--- src/rtl/mul_iter32_if.sv ---
// Handshake and operand bus of the iterative RV32M multiplier.
// The master side issues operations; the slave side is the multiplier.
interface mul_iter32_if;
    logic        start_i;
    logic [1:0]  op_i;
    logic [31:0] a_i;
    logic [31:0] b_i;
    logic        busy_o;
    logic        valid_o;
    logic [31:0] result_o;

    modport master (
        output start_i, op_i, a_i, b_i,
        input  busy_o, valid_o, result_o
    );

    modport slave (
        input  start_i, op_i, a_i, b_i,
        output busy_o, valid_o, result_o
    );
endinterface

--- src/rtl/mul_iter32.sv ---
// Radix-2 shift-add multiplier for MUL/MULH/MULHSU/MULHU.
// Operates on magnitudes, then fixes the sign of the 64-bit product.
module fulladder32 (
    input  logic [31:0] a_i,
    input  logic [31:0] b_i,
    input  logic        carry_i,
    output logic [31:0] sum_o,
    output logic        carry_o
);
    assign {carry_o, sum_o} = {1'b0, a_i} + {1'b0, b_i} + {32'd0, carry_i};
endmodule

module mul_iter32 (
    input  logic         clk_i,
    input  logic         rst_i,
    mul_iter32_if.slave  bus
);
    typedef enum logic [1:0] {
        ST_IDLE = 2'd0,
        ST_CALC = 2'd1,
        ST_FIX  = 2'd2,
        ST_DONE = 2'd3
    } state_t;

    state_t      r_state;
    state_t      w_state_nxt;
    logic [1:0]  r_op;
    logic [31:0] r_mcand;
    logic [31:0] r_hi;
    logic [31:0] r_lo;
    logic [31:0] r_result;
    logic [4:0]  r_cnt;
    logic        r_neg;
    logic        r_busy;
    logic        r_valid;

    logic        w_accept;
    logic        w_a_neg;
    logic        w_b_neg;
    logic [31:0] w_a_mag;
    logic [31:0] w_b_mag;
    logic [31:0] w_add_b;
    logic [31:0] w_sum;
    logic        w_carry;
    logic [63:0] w_prod;

    assign w_accept = bus.start_i && ((r_state == ST_IDLE) || (r_state == ST_DONE));

    // Next-state decode for the operation sequencer
    always_comb begin
        w_state_nxt = r_state;
        case (r_state)
            ST_IDLE, ST_DONE: begin
                if (bus.start_i) begin
                    w_state_nxt = ST_CALC;
                end else begin
                    w_state_nxt = ST_IDLE;
                end
            end
            ST_CALC: begin
                if (r_cnt == 5'd31) begin
                    w_state_nxt = ST_FIX;
                end else begin
                    w_state_nxt = ST_CALC;
                end
            end
            ST_FIX:  w_state_nxt = ST_DONE;
            default: w_state_nxt = ST_IDLE;
        endcase
    end

    // Operand signedness and magnitudes; -0x80000000 wraps to itself as intended
    always_comb begin
        w_a_neg = 1'b0;
        w_b_neg = 1'b0;
        case (bus.op_i)
            2'b01: begin
                w_a_neg = bus.a_i[31];
                w_b_neg = bus.b_i[31];
            end
            2'b10: begin
                w_a_neg = bus.a_i[31];
                w_b_neg = 1'b0;
            end
            default: begin
                w_a_neg = 1'b0;
                w_b_neg = 1'b0;
            end
        endcase
        w_a_mag = w_a_neg ? (~bus.a_i + 32'd1) : bus.a_i;
        w_b_mag = w_b_neg ? (~bus.b_i + 32'd1) : bus.b_i;
    end

    // Partial-product select and sign fix of the finished product
    always_comb begin
        w_add_b = r_lo[0] ? r_mcand : 32'd0;
        if (r_neg) begin
            w_prod = ~{r_hi, r_lo} + 64'd1;
        end else begin
            w_prod = {r_hi, r_lo};
        end
    end

    fulladder32 u_add (
        .a_i     (r_hi),
        .b_i     (w_add_b),
        .carry_i (1'b0),
        .sum_o   (w_sum),
        .carry_o (w_carry)
    );

    // State, status flags and datapath registers
    always_ff @(posedge clk_i) begin
        if (rst_i) begin
            r_state  <= ST_IDLE;
            r_op     <= 2'd0;
            r_mcand  <= 32'd0;
            r_hi     <= 32'd0;
            r_lo     <= 32'd0;
            r_result <= 32'd0;
            r_cnt    <= 5'd0;
            r_neg    <= 1'b0;
            r_busy   <= 1'b0;
            r_valid  <= 1'b0;
        end else begin
            r_state <= w_state_nxt;
            r_busy  <= (w_state_nxt == ST_CALC) || (w_state_nxt == ST_FIX);
            r_valid <= (r_state == ST_FIX);
            if (w_accept) begin
                r_op    <= bus.op_i;
                r_mcand <= w_a_mag;
                r_neg   <= w_a_neg ^ w_b_neg;
                r_hi    <= 32'd0;
                r_lo    <= w_b_mag;
                r_cnt   <= 5'd0;
            end else if (r_state == ST_CALC) begin
                // 65-bit right shift keeps the adder carry as the new top bit
                {r_hi, r_lo} <= {w_carry, w_sum, r_lo[31:1]};
                r_cnt        <= r_cnt + 5'd1;
            end else if (r_state == ST_FIX) begin
                r_result <= (r_op == 2'b00) ? w_prod[31:0] : w_prod[63:32];
            end
        end
    end

    assign bus.busy_o   = r_busy;
    assign bus.valid_o  = r_valid;
    assign bus.result_o = r_result;
endmodule

--- src/flat_wrapper.sv ---
// flat-port wrapper written by rule: the top's interface ports become plain ports
module mul_iter32_flat 
  (clk_i, rst_i, bus_start_i, bus_op_i, bus_a_i, bus_b_i, bus_busy_o, bus_valid_o, bus_result_o);
  mul_iter32_if bus_i ();
  input  logic clk_i;
  input  logic rst_i;
  input wire logic [$bits(bus_i.start_i)-1:0] bus_start_i;
  input wire logic [$bits(bus_i.op_i)-1:0] bus_op_i;
  input wire logic [$bits(bus_i.a_i)-1:0] bus_a_i;
  input wire logic [$bits(bus_i.b_i)-1:0] bus_b_i;
  output wire logic [$bits(bus_i.busy_o)-1:0] bus_busy_o;
  output wire logic [$bits(bus_i.valid_o)-1:0] bus_valid_o;
  output wire logic [$bits(bus_i.result_o)-1:0] bus_result_o;
  assign bus_i.start_i = bus_start_i;
  assign bus_i.op_i = bus_op_i;
  assign bus_i.a_i = bus_a_i;
  assign bus_i.b_i = bus_b_i;
  assign bus_busy_o = bus_i.busy_o;
  assign bus_valid_o = bus_i.valid_o;
  assign bus_result_o = bus_i.result_o;
  mul_iter32 u_core (.clk_i(clk_i), .rst_i(rst_i), .bus(bus_i));
endmodule
--- config.mk ---
export PLATFORM = sky130hd
export DESIGN_NAME = mul_iter32_flat
export DESIGN_NICKNAME = d
export VERILOG_FILES = /design/src/rtl/mul_iter32_if.sv /design/src/rtl/mul_iter32.sv /design/src/flat_wrapper.sv
export SDC_FILE = /design/constraint.sdc
export NUM_CORES = 1
export LEC_CHECK = 0
export BUFFER_PORTS_ARGS = -buffer_cell sky130_fd_sc_hd__buf_2
export CAP_MARGIN = 20
export CORE_MARGIN = 1.5
export CORE_UTILIZATION = 40
export CTS_BUF_LIST = sky130_fd_sc_hd__clkbuf_2
export DETAILED_ROUTE_END_ITERATION = 6
export SLEW_MARGIN = 30
export SYNTH_ARGS = -nofsm -noshare
export SYNTH_HDL_FRONTEND = slang
export SYNTH_SLANG_ARGS = --single-unit
--- constraint.sdc ---
create_clock -name clk_i -period 3 [get_ports clk_i]
set_clock_uncertainty 0.1 [all_clocks]
set_input_delay 0.15 -clock clk_i [delete_from_list [all_inputs] [get_ports clk_i]]
set_output_delay 0.15 -clock clk_i [all_outputs]
set_load 0.02 [all_outputs]
## Word-level counts from Yosys, hierarchy flattened

Index checks and enable logic that the tools add are counted.

- Register bits: 140
- Bits of input ports: 69

- Add/subtract/negate cells: 5
- Eq/ne operators: 8
- Mux-type cells: 12
- Bitwise gates (word level): 6
- Reductions and logical operators: 10

Operator list:

| kind | count |
|---|---|
| $mux 32 | 6 |
| $add 32x1->32 const B | 2 |
| $add 64x1->64 const B | 1 |
| $mux 64 | 1 |
| $not 32->32 | 2 |
| $not 64->64 | 1 |
| $add 32x32->33 | 1 |
| $eq 2x2->1 const B | 4 |
| $eq 2x1->1 const B | 3 |
| $pmux 2 s3 | 1 |
| $reduce_or 2->1 | 3 |
| $add 5x1->5 const B | 1 |
| $eq 5x5->1 const B | 1 |
| $logic_not 2->1 | 2 |
| $mux 1 | 3 |
| $reduce_and 3->1 | 1 |
| $logic_or 1x1->1 | 2 |
| $mux 2 | 1 |
| $not 1->1 | 2 |
| $reduce_bool 2->1 | 1 |
| $logic_and 1x1->1 | 1 |
| $xor 1x1->1 | 1 |

## Depth between registers and ports, before layout

Gate-level depths: netlist of the first run.

- Depth after elaboration: 5
- Mapped depth: 12
- Gate-level depth less buffers: 10

## By module

A second synthesis of the first run with hierarchy kept.

- Cells, all modules: 1342
- Area, all modules: 10541.4 µm²

By module, submodules not included:

| module | instances | cells an instance | area each (µm²) | seq. area each (µm²) |
|---|---|---|---|---|
| mul_iter32 | 1 | 1083 | 8687.1 | 2802.7 |
| fulladder32 | 1 | 259 | 1854.3 | 0.0 |

## Worst setup path before layout of the first run

No wires, ideal clock.

- Kind: register to register
- Start point: register u_core.r_lo[0]
- End point: register u_core.r_hi[27]
- Setup time: 0.062 ns
- Data arrival time: 2.704 ns
- Path slack: 0.134 ns
- Stages on the path, launching flop included: 12
- Buffers on the path: 2
- Clock period less this slack: 2.866 ns
- Cell sequence: dfxtp_1 -> clkbuf_2 -> clkbuf_1 -> and2_1 -> fa_1 -> a211oi_1 -> o21ai_0 -> nand4_1 -> nand3_1 -> o311a_1 -> or3_1 -> nand3_1

- Longest elaborated chain between the ends: 2

Ends and longest elaborated chain:

| item | line | text |
|---|---|---|
| from (decl) | mul_iter32.sv:30 | `logic [31:0] r_lo;` |
| from (signal assigned) | mul_iter32.sv:134 | `r_lo <= w_b_mag;` |
| from (signal assigned) | mul_iter32.sv:138 | `{r_hi, r_lo} <= {w_carry, w_sum, r_lo[31:1]};` |
| $mux 32 | mul_iter32.sv:96 | `w_add_b = r_lo[0] ? r_mcand : 32'd0;` |
| $add 32x32->33 | mul_iter32.sv:10 | `assign {carry_o, sum_o} = {1'b0, a_i} + {1'b0, b_i} + {32'd0, carry_i};` |
| to (signal assigned) | mul_iter32.sv:138 |  |
| to (decl) | mul_iter32.sv:29 | `logic [31:0] r_hi;` |

Every way passes these cells.
A chain may end at the register's enable or synchronous reset.

## Final worst setup path of the first run

- Start point: input bus_a_i[14]
- End point: register u_core.r_mcand[28]

- Longest elaborated chain between the ends: 3

Ends and longest elaborated chain:

| item | line | text |
|---|---|---|
| from (decl) | flat_wrapper.sv:9 | `input wire logic [$bits(bus_i.a_i)-1:0] bus_a_i;` |
| $not 32->32 | mul_iter32.sv:90 | `w_a_mag = w_a_neg ? (~bus.a_i + 32'd1) : bus.a_i;` |
| $add 32x1->32 | mul_iter32.sv:90 |  |
| $mux 32 | mul_iter32.sv:90 |  |
| to (signal assigned) | mul_iter32.sv:131 | `r_mcand <= w_a_mag;` |
| to (decl) | mul_iter32.sv:28 | `logic [31:0] r_mcand;` |

Every way passes these cells.

==> results of run 1 <==
-- cell type report --
class                   count  area (sq um)  share of cell area, %
well taps                 330         412.9                  3.158
inverters                  25         93.84                 0.7178
clock inverters            14         122.6                 0.9379
repair buffers            315          2430                  18.59
flip-flops and latches    140          2805                  21.46
clock buffers              17         85.08                 0.6508
diodes                      1         2.502                0.01914
multi-input cells        1065          7122                  54.47
-- through the flow --
stage	cells	setup slack, ns	cell area (sq um)	util [%]
after floorplan	1314	0.1337	10200	-
after global placement	1749	0.04465	11460	45.66
after detailed placement	1749	0.01255	11460	45.66
after CTS	1905	0.01544	12920	51.47
after global routing	1907	-0.03822	13070	52.07
final	1907	0.08637	13070	52.07
-- state kept, by name, summed over array words and instances (netlist names) --
signal	cells
u_core.r_lo	32
u_core.r_op	2
u_core.r_mcand	32
u_core.bus.busy_o	1
u_core.r_state	2
u_core.r_hi	32
u_core.bus.valid_o	1
u_core.r_cnt	5
u_core.bus.result_o	32
u_core.r_neg	1
-- layer usage --
layer  up-vias  routed length [um]  global-route usage (%)
met5         -                   0                       0
met4         0                1012                   9.508
li1       5335                   -                       -
met1      5134               16600                   38.22
met3        53                2144                   3.641
met2       349               15010                   39.88
-- power by group --
| part | switching [mW] | internal [mW] | leakage [nW] |
|---|---|---|---|
| logic | 0.725 | 0.599 | 3.99 |
| clock network | 0.770 | 0.295 | 0.120 |
| registers | 0.0865 | 1.95 | 1.14 |
-- kinds of logic (layout without fill, tap and decap cells) --
kind of cell               Yosys count  in the layout
AOI/OAI and AO/OA                  379            379
buffers and inverters              109            371
adders and majority gates           41             41
DFF                                140            140
muxes                               42             42
xor gates and xnor gates           127            127
other                                0              1
and+or+nand+nor                    476            476
-- synthesized netlist by cell type (27+ instances only) --
cell type,n,share of area [%]
nand2_1,122,4.5
or3_1,32,2.0
nand3_1,27,1.3
nor3_1,28,1.4
a21oi_1,71,3.5
a211oi_1,49,3.6
mux2i_1,41,4.0
o31ai_1,29,2.1
o21ai_0,93,4.6
dfxtp_1,140,27
and2_1,37,2.3
xor2_1,70,6.0
ha_1,40,4.9
xnor2_1,57,4.9
nor2_1,123,4.5
clkbuf_1,74,2.7
-- what timing repair did --
action	4_1_cts	5_1_grt
pin swaps	0	3
hold buffers	125	0
endpoints found under the setup margin	2	34
endpoints found under the hold margin	94	0
gates resized for setup	1	29
setup buffers	0	1
-- worst min-delay path by stage --
| stage | to | cells past startpoint | slack, ns |
|---|---|---|---|
| after global routing | u_core.r_mcand[3]$_SDFFE_PP0P_ | 3 | 0.11 |
| final | u_core.r_mcand[3]$_SDFFE_PP0P_ | 3 | 0.12 |
| after global placement | u_core.r_mcand[20]$_SDFFE_PP0P_ | 2 | 0.33 |
| after CTS | u_core.r_mcand[3]$_SDFFE_PP0P_ | 3 | 0.05 |
| after detailed placement | u_core.r_op[0]$_SDFFE_PP0P_ | 3 | 0.34 |
| after floorplan | u_core.r_lo[31]$_SDFFE_PP0P_ | 2 | 0.18 |
-- worst min-delay path, cell delays in order --
cell and delay, ns:
dlygate4sd3_1 0.53, buf_2 0.22, a211oi_1 0.06
-- cells in the final DEF (no fill, tap or decap), types with 5 or more instances in the layout --
cell type | synthesis | routed
o21bai_1 | 7 | 7
o22ai_1 | 14 | 14
o21ai_0 | 93 | 90
or2_2 | 7 | 7
a22o_1 | 6 | 6
nor2b_1 | 6 | 6
a21oi_1 | 71 | 70
a311oi_1 | 7 | 7
or4_1 | 17 | 16
clkbuf_2 | 1 | 17
o41ai_2 | 1 | 5
dfxtp_1 | 140 | 138
nor2_1 | 123 | 121
and3_1 | 11 | 11
or3_1 | 32 | 29
nor3_1 | 28 | 28
o31ai_1 | 29 | 28
buf_4 | 0 | 87
a32o_1 | 7 | 7
dlygate4sd3_1 | 0 | 125
xor2_1 | 70 | 70
inv_1 | 24 | 24
ha_1 | 40 | 37
xnor2_1 | 57 | 57
nand2b_1 | 16 | 16
mux2i_1 | 41 | 41
a31oi_1 | 9 | 8
nand2_1 | 122 | 122
o211ai_1 | 10 | 10
and2_1 | 37 | 36
o41ai_1 | 22 | 18
nand4_1 | 16 | 16
a211oi_1 | 49 | 48
buf_2 | 3 | 102
nor4_1 | 13 | 12
nand3_1 | 27 | 27
a21o_1 | 13 | 13
==> flow_summary.json, run 1 <==
{
  "crit_end": "u_core.r_mcand[28]$_SDFFE_PP0P_",
  "synth_fa_ha_area_share_pct": 5.102,
  "synthFlopType": "dfxtp_1",
  "num-fill-cells": 2493,
  "vias": 10870,
  "dr.pass1.iters": 5,
  "fmax_ghz": 0.3432,
  "h-tree-depth": 4,
  "dieHeight_um": 162.7,
  "crit_chain": "dlygate4sd3_1, buf_2, or4_1, or3_4, or3_1, or3_4, o31ai_2, xor2_1, dlygate4sd3_1, o21ai_0",
  "worstSetupStartpointType": "input pin",
  "antenna_found_initial": 1,
  "num_rows": 58,
  "syn_avg_cell_area_sq_um": 7.763,
  "outcome": "finished clean",
  "crit_fanout": 6,
  "synth_nets": 1424,
  "critPathTopFamily": "simple AND/OR/NAND/NOR gates",
  "synth-edff-count": 0,
  "dieArea_sq_mm": 0.02647,
  "synth_top_family_by_area": "compound AO/OA/AOI/OAI gates",
  "drt-wirelength-per-cell_um": 18.23,
  "path_buf_inv": 3,
  "yosys.cell_types.count": 75,
  "cp.arrival_ns": 3.47,
  "syn_to_final_growth_pct": 28.16,
  "fp.dieW_um": 162.7,
  "p_leak_nw": 5.258,
  "drt-total-wl_um": 34770,
  "cp-startpoint": "bus_a_i[14]",
  "rr_worst_depth": 9,
  "ir_drop_v": 0.0001946,
  "synth-seq-area-share_pct": 27.47,
  "hold_class": "input pin to flip-flop",
  "cts-root-buf": "clkbuf_2",
  "power_mw": 4.429,
  "cp_slowest_stage_delay_ns": 0.58,
  "hold_viol": 0,
  "r2r-start": "u_core.r_lo[0]$_SDFFE_PP0P_",
  "worst_slew_pin_slew_ns": 1.014,
  "critPathKind": "input pin to flip-flop",
  "routed_via_density": 5.701,
  "clkLatencyLatePin_ns": 0.76,
  "end_kind": "flip-flop",
  "max_slew_margin_pct": 32.34,
  "ys_ff_latch": 140,
  "grtUsageTotal_pct": 26.46,
  "tns_ns": 0,
  "io_buffers": 102,
  "period_share_pct": 97.12,
  "path_depth": 10,
  "drtAntennaViolNets": 0,
  "drt_iter0_markers": 851,
  "numClockSinks": 140,
  "synthSimpleGateAreaFrac_pct": 23.51,
  "r2r_end": "u_core.bus.result_o[5]$_SDFFE_PP0P_",
  "required_ns": 3.55,
  "cts_made_buffers": 17,
  "fin_nets": 1674,
  "synth_warnings": 0,
  "drc": 0,
  "maxSlewViolCount": 0,
  "grt.overflow.total": 0,
  "setup_viol": 0,
  "clkTransAtPathRegs_ns": 0.22,
  "reg2reg_slack_ns": 0.12,
  "hold_slack_ns": 0.1249,
  "powerDensity_mw_per_mm2": 338.8,
  "grt_pass1_wl_um": 54980,
  "finalCriticalPeriod_ns": 2.914,
  "cts_tree": "done",
  "syn-cell-area_sq_mm": 0.01020,
  "first_global_vias": 9997,
  "netlist_instances": 1314,
  "synth_compound_area_share_pct": 24.81,
  "rsz0062_at_grt": "yes",
  "worstHoldStart": "rst_i",
  "start_util_pct": 40.63,
  "muxShareOfSynthArea_pct": 4.133,
  "clk_path_buf_depth": 2,
  "coreArea_sq_mm": 0.02511,
  "synth-async-reset-ratio_pct": 0,
  "routabilityCongestion": 0.9540,
  "hpwl_um": 25840,
  "cap_violations": 0,
  "grt_max_degree": 46,
  "slowest_stage": "or4_1",
  "drive_above_1_share_pct": 16.88,
  "synth_xor_area_share_pct": 10.90,
  "io_pins": 103
}
Note: power is estimated with default switching activity, not from simulation.
==> run 2, diff against run 1 <==
CORE_MARGIN = not set   (was 1.5)
CORE_UTILIZATION = 55   (was 40)
PLACE_DENSITY = 0.78   (was not set)
==> run 2 against run 1 <==
Compared with the run above: the run now ends with design-rule violations, negative setup slack left; highest routed layer unchanged; non-clock buffer count up 20; sequential power barely moved; design area up 1.8%; critical path type unchanged; utilization increased by 22 points; global-route usage is 13 points higher; first-iteration DRC count increased by 94%; register-to-register slack got worse by 0.02 ns.
==> flow_summary.json, run 2 (same netlist as run 1, synthesis figures left out) <==
{
  "setup_slack_ns": -0.08933,
  "reg2reg_slack_ns": 0.10,
  "rsz0062_at_grt": "yes",
  "dieHeight_um": 138.2,
  "switchingPower_mw": 1.711,
  "first_global_vias": 11240,
  "coreArea_sq_mm": 0.01809,
  "grt_pass1_wl_um": 59930,
  "pwr-share-clk_pct": 25.7,
  "maxSlewViolCount": 0,
  "p_sw_share_pct": 35.93,
  "drt-wirelength-per-cell_um": 22.68,
  "min_to": "u_core.r_lo[13]$_SDFFE_PP0P_",
  "drtAntennaViolNets": 0,
  "layout_common_cells": "146 x dlygate4sd3_1, 138 x dfxtp_1, 121 x nor2_1",
  "hpwl_um": 24300,
  "max_slew_margin_pct": 47.96,
  "clkLatencyLatePin_ns": 0.79,
  "routed_via_density": 6.783,
  "drt-total-wl_um": 41410,
  "final_util_pct": 73.59,
  "whs_path_depth": 8,
  "drive_above_1_share_pct": 17.86,
  "num-fill-cells": 1234,
  "outcome": "complete, but fails checks",
  "setup_viol": 6,
  "final_common_cell": "dlygate4sd3_1",
  "cts_made_buffers": 17,
  "drt_iter0_markers": 1648,
  "fmax_ghz": 0.3237,
  "p_leak_nw": 5.471,
  "worst_slew_pin_slew_ns": 0.7778,
  "place_ws_ns": 0.04736,
  "grtUsageTotal_pct": 39.66,
  "hold_slack_ns": 0.2008,
  "hold_viol": 0,
  "tns_ns": -0.3065,
  "hold_class": "input pin to flip-flop",
  "rr_worst_depth": 9,
  "cp.arrival_ns": 3.63,
  "grt_max_degree": 51,
  "num_rows": 49,
  "cap_violations": 0,
  "cts-root-buf": "clkbuf_2",
  "combPwrFrac_pct": 31.1,
  "routabilityCongestion": 1.001,
  "violations": "design-rule violations, negative setup slack",
  "critPathKind": "input pin to flip-flop",
  "dieArea_sq_mm": 0.01910,
  "h-tree-depth": 4,
  "worstHoldStart": "bus_b_i[7]",
  "clk_path_buf_depth": 2,
  "syn_to_final_growth_pct": 30.48,
  "numClockSinks": 140,
  "drc": 2,
  "fp.dieW_um": 138.2,
  "io_buffers": 102,
  "required_ns": 3.54,
  "end_kind": "flip-flop",
  "p_seq_share_pct": 43.2,
  "worstSetupStartpointType": "input pin",
  "start_util_pct": 56.40,
  "clkTransAtPathRegs_ns": 0.21,
  "finalCriticalPeriod_ns": 3.089,
  "fin_nets": 1694,
  "r2r_end": "u_core.bus.result_o[7]$_SDFFE_PP0P_",
  "cts_tree": "done",
  "io_pins": 103,
  "p_int_mw": 3.052,
  "vias": 12390,
  "dr.pass1.iters": 7,
  "r2r-start": "u_core.r_lo[0]$_SDFFE_PP0P_",
  "antenna_found_initial": 1,
  "period_share_pct": 103.0,
  "powerDensity_mw_per_mm2": 357.9,
  "grt.overflow.total": 0,
  "crit_fanout": 4,
  "ir_drop_v": 0.0002864
}
[run 2: critical path, stage by stage]
cell           delay [ns]
dlygate4sd3_1        0.56
buf_2                0.16
or4_1                0.61
nor4_1               0.34
buf_4                0.19
nand4b_1             0.25
o41ai_2              0.41
xor2_1               0.25
dlygate4sd3_1        0.60
o22ai_1              0.10
[run 2: worst max path at each step]
| stage | start | end | slack (ns) | cells after the start |
|---|---|---|---|---|
| CTS | u_core.r_lo[0]$_SDFFE_PP0P_ | u_core.r_hi[29]$_SDFFE_PP0P_ | 0.02 | 10 |
| global route | bus_a_i[7] | u_core.r_mcand[30]$_SDFFE_PP0P_ | -0.12 | 12 |
| finish | bus_b_i[10] | u_core.r_lo[29]$_SDFFE_PP0P_ | -0.09 | 10 |
| detailed placement | u_core.r_lo[0]$_SDFFE_PP0P_ | u_core.r_hi[28]$_SDFFE_PP0P_ | 0.05 | 10 |
| floorplan | u_core.r_lo[0]$_SDFFE_PP0P_ | u_core.r_hi[27]$_SDFFE_PP0P_ | 0.13 | 11 |
| global placement | u_core.r_lo[0]$_SDFFE_PP0P_ | u_core.r_hi[27]$_SDFFE_PP0P_ | 0.13 | 10 |
[run 2: cell type report]
| cell class | instances | area [sq um] | share of cell area, % |
|---|---|---|---|
| sequential | 140 | 2805 | 21.08 |
| multi-input combinational | 1065 | 7242 | 54.41 |
| clock buffer | 19 | 95.09 | 0.7144 |
| inverter | 25 | 93.84 | 0.7050 |
| timing repair buffer | 335 | 2636 | 19.81 |
| clock inverter | 12 | 148.9 | 1.119 |
| tap | 229 | 286.5 | 2.153 |
| antenna | 1 | 2.502 | 0.01880 |
[run 2: power by group through the flow]
stage / clock network [mW] / registers, mW / logic, mW
3_5_place_dp: 0 / 2.08 / 1.08
6_report: 1.22 / 2.06 / 1.48
3_3_place_gp: 0 / 2.07 / 1.06
4_1_cts: 1.19 / 2.04 / 1.31
2_1_floorplan: 0 / 2.05 / 0.721
5_1_grt: 1.29 / 2.06 / 1.55
[run 2: layer usage]
layer | share of wire [%] | track usage, % | routed length [um] | vias to the layer above
met5 | 0 | 0 | 0 | -
met4 | 6.5 | 18.04 | 2698 | 0
met3 | 11 | 6.824 | 4581 | 286
met2 | 44 | 64.42 | 18360 | 977
met1 | 38 | 51.63 | 15780 | 5736
li1 | - | - | - | 5386
[run 2: what timing repair did]
action | 4_1_cts | 5_1_grt
buffers inserted | 0 | 3
hold buffers | 151 | 0
resized for setup | 0 | 62
endpoints found under the setup margin | 0 | 41
endpoints found under the hold margin | 95 | 0
[run 2: metrics by stage]
step / total power [mW] / instances / area [sq um]
after CTS: 4.534 / 1827 / 13070
after global routing: 4.903 / 1826 / 13310
after detailed placement: 3.160 / 1645 / 11320
after global placement: 3.138 / 1645 / 11320
final: 4.764 / 1826 / 13310
after floorplan: 2.772 / 1314 / 10200
==> run 3, diff against run 2 <==
CORE_UTILIZATION = 30   (was 55)
PLACE_DENSITY = not set   (was 0.78)
==> run 3 against run 2 <==
Compared with the run above: the flow now finishes without violations; utilization shrank 33 points; combinational power shrank 7%; routed wire length shrank 13%; register-to-register slack is essentially flat; maximum frequency grew 3.4%; global-route usage shrank 19 points.
==> flow_summary.json, run 3 (same netlist as run 1, synthesis figures left out) <==
{
  "clkLatencyLatePin_ns": 0.79,
  "hold_slack_ns": 0.06699,
  "num_rows": 67,
  "fmax_ghz": 0.3347,
  "critPathKind": "input pin to flip-flop",
  "drt-total-wl_um": 36100,
  "maxSlewViolCount": 0,
  "cts_tree": "done",
  "end_kind": "flip-flop",
  "drc": 0,
  "layout_common_cells": "144 x dlygate4sd3_1, 138 x dfxtp_1, 122 x nor2_1, 122 x nand2_1, 102 x buf_2",
  "powerDensity_mw_per_mm2": 339.0,
  "critPathTopFamily": "buffers and inverters",
  "final_util_pct": 40.52,
  "path_buf_inv": 5,
  "io_buffers": 102,
  "crit_chain": "dlygate4sd3_1, buf_2, or2_2, nor4_2, buf_4, nand4b_1, nor3_2, nor2_1, xnor2_1, dlygate4sd3_1, o22ai_1, dlygate4sd3_1",
  "power_mw": 4.606,
  "cap_violations": 0,
  "antenna_found_initial": 1,
  "hold_viol": 0,
  "cts-root-buf": "clkbuf_2",
  "drt-wirelength-per-cell_um": 17.56,
  "syn_to_final_growth_pct": 33.19,
  "num-fill-cells": 3465,
  "setup_viol": 0,
  "grt_pass1_wl_um": 57220,
  "tns_ns": 0,
  "worst_slew_pin_slew_ns": 0.9459,
  "vias": 11140,
  "dp_cells": 1873,
  "worstHoldStart": "bus_a_i[9]",
  "grtUsageTotal_pct": 20.35,
  "ir_drop_v": 0.0002146,
  "first_global_vias": 10580,
  "period_share_pct": 99.60,
  "r2r_end": "u_core.bus.result_o[5]$_SDFFE_PP0P_",
  "slowest_stage": "dlygate4sd3_1",
  "fin_cells": 2056,
  "cp_slowest_stage_delay_ns": 0.59,
  "crit_top_cell": "dlygate4sd3_1",
  "drt_iter0_markers": 754,
  "reg2reg_slack_ns": 0.10,
  "drive_above_1_share_pct": 17.80,
  "r2r-start": "u_core.r_lo[0]$_SDFFE_PP0P_",
  "dr.pass1.iters": 5,
  "hold_class": "input pin to flip-flop",
  "cp.arrival_ns": 3.61,
  "fp.dieW_um": 186.4,
  "min_to": "u_core.r_mcand[12]$_SDFFE_PP0P_",
  "outcome": "finished clean",
  "dieHeight_um": 186.4,
  "cts_made_buffers": 17,
  "p_leak_nw": 5.487,
  "finalCriticalPeriod_ns": 2.988,
  "io_pins": 103,
  "worstSetupStartpointType": "input pin",
  "routabilityCongestion": 0.9242,
  "clk_path_buf_depth": 2,
  "hpwl_um": 27140,
  "coreArea_sq_mm": 0.03353,
  "final_common_cell": "dlygate4sd3_1",
  "routed_via_density": 5.418,
  "start_util_pct": 30.42,
  "crit_fanout": 4,
  "dieArea_sq_mm": 0.03475,
  "required_ns": 3.63,
  "grt_max_degree": 65,
  "rr_worst_depth": 10,
  "max_slew_margin_pct": 36.71,
  "grt.overflow.total": 0,
  "drtAntennaViolNets": 0,
  "whs_path_depth": 7,
  "h-tree-depth": 4,
  "clkTransAtPathRegs_ns": 0.29,
  "fin_nets": 1704,
  "numClockSinks": 140
}
-- run 3: cell types whose count changed in the layout (fill, tap and decap cells not counted), sizes merged --
cell         before  now
buf             189  200
inv              24   35
clkinv            8    4
bufinv            3    0
dlygate4sd3     146  144
clkbuf           19   18
clkinvlp          2    1
-- run 3: per-layer routing --
metal | global-route usage (%) | vias to the layer above | routed length, um
li1 | - | 5413 | -
met1 | 27.23 | 5318 | 16680
met2 | 33.88 | 364 | 16970
met3 | 2.332 | 45 | 1691
met4 | 6.707 | 0 | 758
met5 | 0 | - | 0
-- run 3: per-stage QoR --
stage	area (sq um)	worst slack, ns
2_1_floorplan	10200	0.1337
3_3_place_gp	11660	0.08142
3_5_place_dp	11660	0.04030
4_1_cts	13360	0.009077
5_1_grt	13590	-0.01759
6_report	13590	0.01194
-- run 3: cell type report --
type	instances	area (sq um)	share of cell area, %
Antenna cell	1	2.502	0.01842
Clock buffer	17	85.08	0.6262
Clock inverter	15	165.2	1.216
Inverter	25	93.84	0.6907
Multi-Input combinational cell	1065	7169	52.77
Sequential cell	140	2805	20.65
Tap cell	448	560.5	4.126
Timing Repair Buffer	345	2705	19.91
-- run 3: worst register-to-register path, stage by stage (launching register included) --
cell,delay (ns)
dfxtp_2,0.40
buf_4,0.15
or4_4,0.58
nor3_4,0.16
buf_4,0.16
nand4_1,0.21
buf_4,0.23
o41ai_2,0.22
xor2_1,0.30
o21ai_1,0.14
a22o_1,0.19
-- run 3: power breakdown --
group / internal [mW] / switching, mW / leakage [nW] / total (mW)
registers: 1.96 / 0.0877 / 1.14 / 2.04
clock network: 0.286 / 0.907 / 0.149 / 1.19
logic: 0.633 / 0.736 / 4.19 / 1.37
total: 2.88 / 1.73 / 5.49 / 4.61
-- run 3: repair_timing --
action	4_1_cts	5_1_grt
hold buffers	145	0
buffers inserted	0	6
resized for setup	0	42
setup endpoints to repair	0	38
endpoints found under the hold margin	125	0
-- run 3: how the worst max path moves through the flow --
stage	from	end	slack, ns	cells after the start
final	bus_b_i[1]	u_core.r_lo[25]$_SDFFE_PP0P_	0.01	12
after global routing	u_core.r_lo[0]$_SDFFE_PP0P_	u_core.r_hi[25]$_SDFFE_PP0P_	-0.02	11
after CTS	bus_a_i[24]	u_core.r_mcand[31]$_SDFFE_PP0P_	0.009	10
after detailed placement	u_core.r_lo[0]$_SDFFE_PP0P_	u_core.r_hi[29]$_SDFFE_PP0P_	0.04	10
after global placement	u_core.r_lo[0]$_SDFFE_PP0P_	u_core.r_hi[27]$_SDFFE_PP0P_	0.08	10
after floorplan	u_core.r_lo[0]$_SDFFE_PP0P_	u_core.r_hi[27]$_SDFFE_PP0P_	0.13	11
